===== src/rtl/fifo_bank_skew_if.sv =====
// Bundles the fill-side write port, the drain command, and the skewed read stream of fifo_bank_skew.
// The master side is the fill controller together with the MAC array; the slave side is the FIFO bank.
interface fifo_bank_skew_if #(
   parameter int NUM_FIFOS  = 9,
   parameter int DATA_WIDTH = 8
);
   logic [DATA_WIDTH-1:0]           dataByte;
   logic [NUM_FIFOS-1:0]            fifoEnable;
   logic                            start;
   logic [NUM_FIFOS-1:0]            fifoFull;
   logic                            allFull;
   logic [NUM_FIFOS*DATA_WIDTH-1:0] rdData;
   logic [NUM_FIFOS-1:0]            rdValid;
   logic                            busy;
   logic                            done;
   logic                            wrErr;

   modport master (
      output dataByte, fifoEnable, start,
      input  fifoFull, allFull, rdData, rdValid, busy, done, wrErr
   );

   modport slave (
      input  dataByte, fifoEnable, start,
      output fifoFull, allFull, rdData, rdValid, busy, done, wrErr
   );
endinterface


===== src/rtl/fifo_bank_skew.sv =====
// Bank of byte FIFOs filled one-hot or by broadcast, then drained with FIFO i lagging FIFO 0 by i cycles.
// Read data is one cycle behind each pop; there is no backpressure, and dropped writes set the sticky wrErr flag.
module fifo_bank_skew #(
   parameter int NUM_FIFOS  = 9,
   parameter int DEPTH      = 8,
   parameter int DATA_WIDTH = 8
) (
   input  logic             clk,
   input  logic             rst_n,
   fifo_bank_skew_if.slave  bus
);
   localparam int PW     = $clog2(DEPTH);
   localparam int CW     = $clog2(DEPTH) + 1;
   localparam int TW     = $clog2(DEPTH + NUM_FIFOS) + 1;
   localparam int T_LAST = DEPTH + NUM_FIFOS - 1;

   typedef enum logic [1:0] {IDLE, DRAIN, DONE} state_t;

   state_t                          state_q, state_d;
   logic [TW-1:0]                   t_q, t_d;
   logic [DATA_WIDTH-1:0]           mem_q [NUM_FIFOS][DEPTH];
   logic [PW-1:0]                   wptr_q [NUM_FIFOS];
   logic [PW-1:0]                   rptr_q [NUM_FIFOS];
   logic [CW-1:0]                   cnt_q [NUM_FIFOS];
   logic [CW-1:0]                   cnt_d [NUM_FIFOS];
   logic [NUM_FIFOS-1:0]            wr_en, pop_en, full_d, full_q, rd_vld_q;
   logic                            all_full_q;
   logic                            wr_err_q, wr_err_d;
   logic [NUM_FIFOS*DATA_WIDTH-1:0] rd_dat_q;

   always_comb begin
      state_d = state_q;
      t_d     = t_q;
      case (state_q)
         IDLE: begin
            if (bus.start && all_full_q) begin
               state_d = DRAIN;
               t_d     = '0;
            end
         end
         DRAIN: begin
            if (t_q == TW'(T_LAST)) state_d = DONE;
            else                    t_d     = t_q + 1'b1;
         end
         DONE:    state_d = IDLE;
         default: state_d = IDLE;
      endcase
   end

   // FIFO i's pop window slides one cycle per index, producing the systolic skew.
   always_comb begin
      wr_en    = '0;
      pop_en   = '0;
      full_d   = '0;
      cnt_d    = cnt_q;
      wr_err_d = wr_err_q;
      for (int i = 0; i < NUM_FIFOS; i++) begin
         if (state_q == IDLE && bus.fifoEnable[i]) begin
            if (cnt_q[i] == CW'(DEPTH)) wr_err_d = 1'b1;
            else                        wr_en[i] = 1'b1;
         end
         if (state_q == DRAIN && t_q >= TW'(i) && t_q <= TW'(i + DEPTH - 1))
            pop_en[i] = 1'b1;
         cnt_d[i]  = cnt_q[i] + CW'(wr_en[i]) - CW'(pop_en[i]);
         full_d[i] = (cnt_d[i] == CW'(DEPTH));
      end
      if (state_q != IDLE && |bus.fifoEnable) wr_err_d = 1'b1;
   end

   always_ff @(posedge clk) begin
      if (!rst_n) begin
         state_q    <= IDLE;
         t_q        <= '0;
         full_q     <= '0;
         all_full_q <= 1'b0;
         wr_err_q   <= 1'b0;
         rd_vld_q   <= '0;
         rd_dat_q   <= '0;
         for (int i = 0; i < NUM_FIFOS; i++) begin
            wptr_q[i] <= '0;
            rptr_q[i] <= '0;
            cnt_q[i]  <= '0;
         end
      end else begin
         state_q    <= state_d;
         t_q        <= t_d;
         full_q     <= full_d;
         all_full_q <= &full_d;
         wr_err_q   <= wr_err_d;
         rd_vld_q   <= pop_en;
         for (int i = 0; i < NUM_FIFOS; i++) begin
            cnt_q[i] <= cnt_d[i];
            if (wr_en[i]) wptr_q[i] <= wptr_q[i] + 1'b1;
            if (pop_en[i]) begin
               rd_dat_q[i*DATA_WIDTH +: DATA_WIDTH] <= mem_q[i][rptr_q[i]];
               rptr_q[i] <= rptr_q[i] + 1'b1;
            end
         end
      end
   end

   // Storage carries no reset; emptiness is tracked entirely by the counts.
   always_ff @(posedge clk) begin
      for (int i = 0; i < NUM_FIFOS; i++) begin
         if (wr_en[i]) mem_q[i][wptr_q[i]] <= bus.dataByte;
      end
   end

   assign bus.fifoFull = full_q;
   assign bus.allFull  = all_full_q;
   assign bus.rdData   = rd_dat_q;
   assign bus.rdValid  = rd_vld_q;
   assign bus.busy     = (state_q == DRAIN);
   assign bus.done     = (state_q == DONE);
   assign bus.wrErr    = wr_err_q;
endmodule


===== src/flat_wrapper.sv =====
// flat-port wrapper written by rule: the top's interface ports become plain ports
module fifo_bank_skew_flat 
#(
   parameter int NUM_FIFOS  = 9,
   parameter int DEPTH      = 8,
   parameter int DATA_WIDTH = 8
)
  (clk, rst_n, bus_dataByte, bus_fifoEnable, bus_start, bus_fifoFull, bus_allFull, bus_rdData, bus_rdValid, bus_busy, bus_done, bus_wrErr);
  fifo_bank_skew_if #(.NUM_FIFOS(NUM_FIFOS), .DATA_WIDTH(DATA_WIDTH)) bus_i ();
  input  logic clk;
  input  logic rst_n;
  input wire logic [$bits(bus_i.dataByte)-1:0] bus_dataByte;
  input wire logic [$bits(bus_i.fifoEnable)-1:0] bus_fifoEnable;
  input wire logic [$bits(bus_i.start)-1:0] bus_start;
  output wire logic [$bits(bus_i.fifoFull)-1:0] bus_fifoFull;
  output wire logic [$bits(bus_i.allFull)-1:0] bus_allFull;
  output wire logic [$bits(bus_i.rdData)-1:0] bus_rdData;
  output wire logic [$bits(bus_i.rdValid)-1:0] bus_rdValid;
  output wire logic [$bits(bus_i.busy)-1:0] bus_busy;
  output wire logic [$bits(bus_i.done)-1:0] bus_done;
  output wire logic [$bits(bus_i.wrErr)-1:0] bus_wrErr;
  assign bus_i.dataByte = bus_dataByte;
  assign bus_i.fifoEnable = bus_fifoEnable;
  assign bus_i.start = bus_start;
  assign bus_fifoFull = bus_i.fifoFull;
  assign bus_allFull = bus_i.allFull;
  assign bus_rdData = bus_i.rdData;
  assign bus_rdValid = bus_i.rdValid;
  assign bus_busy = bus_i.busy;
  assign bus_done = bus_i.done;
  assign bus_wrErr = bus_i.wrErr;
  fifo_bank_skew #(.NUM_FIFOS(NUM_FIFOS), .DEPTH(DEPTH), .DATA_WIDTH(DATA_WIDTH)) u_core (.clk(clk), .rst_n(rst_n), .bus(bus_i));
endmodule

===== config.mk =====
export PLATFORM = sky130hd
export DESIGN_NAME = fifo_bank_skew_flat
export DESIGN_NICKNAME = d
export VERILOG_FILES = /design/src/rtl/fifo_bank_skew_if.sv /design/src/rtl/fifo_bank_skew.sv /design/src/flat_wrapper.sv
export SDC_FILE = /design/constraint.sdc
export NUM_CORES = 1
export LEC_CHECK = 0
export CORE_ASPECT_RATIO = 0.5
export CORE_MARGIN = 2
export CORE_UTILIZATION = 61
export CTS_CLUSTER_SIZE = 28
export DETAILED_ROUTE_END_ITERATION = 10
export GPL_ROUTABILITY_DRIVEN = 0
export HOLD_SLACK_MARGIN = 0.03
export MAX_ROUTING_LAYER = met4
export PLACE_DENSITY = 0.86
export SLEW_MARGIN = 5
export SYNTH_ARGS = -nofsm -noshare
export SYNTH_HDL_FRONTEND = slang
export SYNTH_SLANG_ARGS = --single-unit
export TNS_END_PERCENT = 20

===== constraint.sdc =====
create_clock -name clk -period 3.5 [get_ports clk]
set_input_delay 0.7 -clock clk [delete_from_list [all_inputs] [get_ports clk]]
set_output_delay 0.7 -clock clk [all_outputs]
set_load 0.1 [all_outputs]

After elaboration in Yosys (flattened, before gate mapping)

Memory sizes are Yosys's and may differ from the RTL's.
Index checks and enable logic that the tools add are counted.

Div/mod/pow operators: 0
Shift operators: 0
Equal/unequal tests: 24
Multipliers: 0
Add/sub/neg operators: 37
Mux-type cells: 179
Bitwise logic cells: 36
Reduce and logical (&&, ||, !) cells: 45
Magnitude comparators: 45

Operators by type and width:

| operator                                                           | count |
|---|---|
| 2-to-1 mux 64 bit                                                  | 9 |
| binary-select mux 8 bit (select 3 bit)                             | 9 |
| demux 8 bit (select 3 bit)                                         | 9 |
| 2-to-1 mux 8 bit                                                   | 27 |
| 2-to-1 mux 1 bit                                                   | 101 |
| == test 4 bit (second input constant)                              | 18 |
| greater-or-equal comparator 4 bit (second input constant)          | 18 |
| NOT 3 -> 4 bit                                                     | 18 |
| adder 3 x 1 -> 3 bit (second input constant)                       | 18 |
| 2-to-1 mux 3 bit                                                   | 18 |
| less-or-equal comparator 6 x 4 -> 1 bit (second input constant)    | 8 |
| logical AND 1 bit                                                  | 38 |
| adder 4 x 1 -> 4 bit                                               | 9 |
| less-than comparator 4 x 1 -> 1 bit (second input constant)        | 9 |
| subtractor 4 x 1 -> 4 bit                                          | 9 |
| greater-or-equal comparator 6 x 3 -> 1 bit (second input constant) | 4 |
| OR 1 bit                                                           | 18 |
| greater-or-equal comparator 6 x 1 -> 1 bit (second input constant) | 2 |
| greater-or-equal comparator 6 x 2 -> 1 bit (second input constant) | 2 |
| 2-to-1 mux 6 bit                                                   | 2 |
| one-hot mux 6 bit (2 select lines)                                 | 1 |
| AND reduction 9 bit                                                | 1 |
| OR reduction 9 bit                                                 | 1 |
| adder 6 x 1 -> 6 bit (second input constant)                       | 1 |
| other kinds (13)                                                   | 16 |

RAM bits: 630
Bits in read-only memories: 0
Logic and storage cells: 393
Latch bits: 0
Output and inout port bits: 94
Register bits after elaboration: 136
Input bits: 20
Memories kept: 3

Memory list:

| memory        | depth | bits a word | read ports | clocked after memory_dff | write ports | line                 | source |
|---|---|---|---|---|---|---|---|
| u_core.mem_q  | 9     | 64          | 9          | 0                        | 9           | fifo_bank_skew.sv:21 | `logic [DATA_WIDTH-1:0] mem_q [NUM_FIFOS][DEPTH];` |
| u_core.rptr_q | 9     | 3           | 9          | 0                        | 9           | fifo_bank_skew.sv:23 | `logic [PW-1:0] rptr_q [NUM_FIFOS];` |
| u_core.wptr_q | 9     | 3           | 9          | 0                        | 9           | fifo_bank_skew.sv:22 | `logic [PW-1:0] wptr_q [NUM_FIFOS];` |

Depth between registers and ports, before layout

Depth after elaboration: 20
Depth in mapped cells: 15
Mapped depth without buffers: 14

Least setup slack after synthesis

Ideal clock, no wire load.

Path kind: register to register
Start point: register u_core.state_q[0]
End point: register u_core.all_full_q, in the netlist u_core.bus.allFull
Path slack: 9 ps
Library setup time: 92 ps
Path buffers: 3
Required time: 3408 ps
Cell stages (with the launch flop): 16
Period minus slack after synthesis: 3491 ps
Arrival: 3399 ps
Path through: dfxtp_1 nor2b_1 buf_2 nand2_2 buf_2 nor2_2 buf_2 ha_1 inv_1 ha_1 fa_1 xor2_1 nor3_1 and3_1 nand4_1 nor4_1

Longest elaborated chain between the ends: 7
Elaborated cells on any way between the ends: 75

RTL lines:

| what                            | line                 | source |
|---|---|---|
| from (decl)                     | fifo_bank_skew.sv:19 | `state_t state_q, state_d;` |
| from (signal assigned)          | fifo_bank_skew.sv:85 | `state_q <= state_d;` |
| == test 2 x 1 -> 1 bit          | n/a                  |  |
| via bus_busy                    | flat_wrapper.sv:19   | `output wire logic [$bits(bus_i.busy)-1:0] bus_busy;` |
| logical AND 1 bit (2 in series) | fifo_bank_skew.sv:62 | `if (state_q == DRAIN && t_q >= TW'(i) && t_q <= TW'(i + DEPTH - 1))` |
| 2-to-1 mux 1 bit                | fifo_bank_skew.sv:62 |  |
| via u_core.pop_en[0]            | fifo_bank_skew.sv:26 | `logic [NUM_FIFOS-1:0] wr_en, pop_en, full_d, full_q, rd_vld_q;` |
| subtractor 4 x 1 -> 4 bit       | fifo_bank_skew.sv:64 | `cnt_d[i] = cnt_q[i] + CW'(wr_en[i]) - CW'(pop_en[i]);` |
| == test 4 bit                   | fifo_bank_skew.sv:65 | `full_d[i] = (cnt_d[i] == CW'(DEPTH));` |
| AND reduction 9 bit             | fifo_bank_skew.sv:88 | `all_full_q <= &full_d;` |
| to (signal assigned)            | fifo_bank_skew.sv:88 |  |
| to (decl)                       | fifo_bank_skew.sv:27 | `logic all_full_q;` |

The timed path passes the listed nets, and every way through them passes these cells.
A chain may end at the register's enable or synchronous reset.

Final worst setup path

Start point: register u_core.t_q[1]
End point: register u_core.all_full_q, in the netlist u_core.bus.allFull

Longest elaborated chain between the ends: 7
Elaborated cells on any way between the ends: 64

RTL lines:

| what                                                                     | line                 | source |
|---|---|---|
| from (decl)                                                              | fifo_bank_skew.sv:20 | `logic [TW-1:0] t_q, t_d;` |
| from (signal assigned)                                                   | fifo_bank_skew.sv:86 | `t_q <= t_d;` |
| greater-or-equal comparator 6 x 1 -> 1 bit, or another cell as far along | fifo_bank_skew.sv:62 |  |
| logical AND 1 bit (2 in series)                                          | fifo_bank_skew.sv:62 |  |
| 2-to-1 mux 1 bit                                                         | fifo_bank_skew.sv:62 |  |
| subtractor 4 x 1 -> 4 bit                                                | fifo_bank_skew.sv:64 |  |
| == test 4 bit                                                            | fifo_bank_skew.sv:65 |  |
| AND reduction 9 bit *                                                    | fifo_bank_skew.sv:88 |  |

Mark *: on every way between the ends. The rest lies on a longest branch, timed or not.

==> qor.json <==
{
  "synthesis": {
    "synth_top_area_cell": "edfxtp_1",
    "yosys.cell_types.count": 52,
    "synth.area.top_cells": "edfxtp_1, mux4_2, dfxtp_1",
    "synth_ff_type": "edfxtp_1",
    "ys_seq_elements": 766,
    "syn-instance-count": 1762,
    "netlist_area_sq_mm": 0.0308,
    "ys_async_sr_fraction": 0,
    "syn-num-nets": 1859,
    "synth_top_area_share": 0.615,
    "count_of_synthesis_stage_warnings_from_yosys": 0,
    "synth_sequential_area_ratio": 0.703,
    "syn-mean-instance-area_sq_um": 17.5,
    "synth_enable_flop_cells": 630
  },
  "sta": {
    "final.period_utilization": 0.940,
    "maxClockFrequency_mhz": 304,
    "totalNegativeSetupSlack_ps": 0,
    "setup_viol": 0,
    "slew_hr": 0.297,
    "report.final.hold_viol_count": 0,
    "rsz0062_at_grt": "no",
    "worstMarginPinSlew_ps": 1050,
    "final_period_minus_worst_setup_slack_ps": 3290,
    "timing_max_transition_violations_final": 0,
    "fin_worst_hold_slack_ps": 496,
    "clock_skew_ps": 24.3
  },
  "placed_design": {
    "dp_hpwl_um": 40200,
    "numPortBuffers": 113
  },
  "clock_network": {
    "cts.clk_slew.worst_paths_ps": 70,
    "postCtsHoldBufs": 0,
    "num_clock_sinks": 766,
    "cts_inserted_buffers": 67,
    "clock_path_buffers": 3,
    "clock_tree.root_cell": "clkbuf_16",
    "postCtsSetupRepairBufs": 0,
    "insertion_delay_ps": 590,
    "clock_tree_from_tritoncts": "built",
    "cts_resized": 0,
    "htree_levels": 3
  },
  "critical_path": {
    "setup.worst_path.start_class": "flop",
    "most_common_cell_on_crit_path": "ha_1",
    "critical-path-slowest-cell": "fa_1",
    "maximum_fanout_count_along_the_critical_path": 8,
    "cp-end-kind": "flop",
    "worstSetupStartpoint": "u_core.t_q[1]$_SDFFE_PN0P_",
    "slowest_delay_ps": 420,
    "cp_data_arrival_time_ps": 3790,
    "regToRegStartpoint": "u_core.t_q[1]$_SDFFE_PN0P_",
    "critical_path_required_ps": 4000,
    "critical_path.cell_chain": "buf_4 -> ha_1 -> or3_1 -> o21ai_1 -> nor2_1 -> ha_1 -> inv_1 -> ha_1 -> fa_1 -> xor2_1 -> nor3_1 -> nand4_1 -> nor4_1",
    "criticalPathCategory": "reg2reg"
  },
  "finish": {
    "most_frequent_cells_in_the_layout": "edfxtp_1, mux4_2, dfxtp_1, nand2_1, buf_4",
    "final_net_count": 2054,
    "seqCellArea_sq_mm": 0.0216,
    "multiInputGateArea_sq_mm": 0.00849,
    "fillCellCount": 2813,
    "final_common_cell": "edfxtp_1",
    "layout-area-overhead-vs-synth_pct": 14.6,
    "final_layout_size_suffix_gt1_frac": 0.202
  },
  "die": {
    "placeableCoreArea_sq_mm": 0.0500,
    "floorplan.io_pins": 114,
    "effective_utilization_at_floorplan": 0.615,
    "row_count": 58,
    "design.die.area_sq_mm": 0.0524,
    "die_width_um": 322,
    "die_height_um": 163
  },
  "detailed_routing": {
    "wl_um": 67200,
    "detail_routed_net_length_per_standard_cell_um": 25.2,
    "post_detailed_route_count_of_antenna_violating_nets": 0,
    "total_drc_errors_in_the_routed_layout": 0,
    "vias_per_cell": 6.23,
    "vias": 16700,
    "drt_iter0_drc": 1759,
    "first_pass_iters": 6
  },
  "global_routing": {
    "globalRouteTotalUtil": 0.271,
    "first_global_vias": 17300,
    "antenna_violations_before_repair": 2,
    "grt_pass1_wl_um": 103000,
    "grt.overflow.total": 0,
    "grt_max_degree": 73
  },
  "status": {
    "run_status": "completed"
  },
  "power_and_ir_drop": {
    "max-vdd-ir-drop_uv": 335,
    "power.static_leakage_uw": 0.0129,
    "power_density_mw_per_mm2": 608
  },
  "worst_hold_path": {
    "hold_start": "u_core.bus.rdData[60]$_SDFFE_PN0P_",
    "hp-class": "reg2reg"
  },
  "job": {
    "maxCapViolCount": 0
  }
}
metal layers:
metal	global-route usage	wire (um)	share of wire
met5	-	0	0
met4	0.0881	1930	0.029
met3	0.0383	4650	0.069
met2	0.459	35100	0.52
met1	0.342	25500	0.38
per-stage QoR:
step | instances | total power [uW] | worst slack, ps | area [sq um] | utilization
3_3_place_gp | 2548 | 13800 | 419 | 33000 | 0.660
6_report | 2671 | 21400 | 209 | 35300 | 0.705
3_5_place_dp | 2548 | 13900 | 348 | 33000 | 0.660
4_1_cts | 2669 | 21500 | 216 | 35300 | 0.705
2_1_floorplan | 1762 | 13000 | 8.99 | 30800 | -
5_1_grt | 2671 | 22100 | 22.9 | 35300 | 0.705
report_power, final:
group | switching [uW] | leakage [uW] | internal (uW)
logic | 1750 | 0.00487 | 1070
clock network | 3230 | 0.00110 | 4380
registers | 392 | 0.00690 | 10600
kinds of logic after synthesis:
family                   share of synthesized area
AO/OA/AOI/OAI                               0.0353
XOR/XNOR                                    0.0114
adder cells (fa/ha/maj)                     0.0335
buffers and inverters                       0.0209
flip-flops                                   0.703
multiplexers                                 0.129
AND/OR/NAND/NOR                             0.0667
worst paths after layout:
check,slack (ps),cells after the start,to
max reg2reg,210,13,u_core.bus.allFull$_SDFF_PN0_
min,500,1,u_core.bus.rdData[60]$_SDFFE_PN0P_
max,210,13,u_core.bus.allFull$_SDFF_PN0_
min reg2reg,500,1,u_core.bus.rdData[60]$_SDFFE_PN0P_
worst max-delay path: cells and delay by family (launching register included):
kind / cells / cell delay [ps]
simple gates: 5 / 1120
flops: 1 / 310
fa+ha+maj: 4 / 1170
compound gates: 1 / 220
buf+inv: 2 / 210
xor+xnor: 1 / 170
state kept, by name, indices dropped and copies added, names as in the netlist:
register             flops
u_core.bus.fifoFull      9
u_core.bus.allFull       1
u_core.bus.wrErr         1
u_core.bus.rdValid       9
u_core.state_q           2
u_core.cnt_q            36
u_core.t_q               6
u_core.wptr_q           27
u_core.mem_q           576
u_core.bus.rdData       72
u_core.rptr_q           27
cells in the mapped netlist (all sizes together) (11+ instances only):
| cell type | number |
|---|---|
| clkbuf | 38 |
| o21ai | 14 |
| inv | 74 |
| nand3 | 15 |
| nand2 | 108 |
| nand2b | 22 |
| ha | 68 |
| edfxtp | 630 |
| nor4 | 11 |
| mux2i | 72 |
| o211a | 72 |
| a21oi | 12 |
| buf | 41 |
| mux4 | 144 |
| dfxtp | 136 |
| nor2 | 94 |
| xnor2 | 32 |
| and2 | 52 |
| nor3 | 46 |
final cells by class:
class | instances | area share
timing repair buffer | 205 | 0.0503
clock buffer | 91 | 0.0545
tap | 660 | 0.0234
inverter | 75 | 0.00798
multi-input combinational | 842 | 0.241
clock inverter | 30 | 0.00915
sequential | 766 | 0.614
antenna | 2 | 0.000142
(Power assumes the default switching activity.)
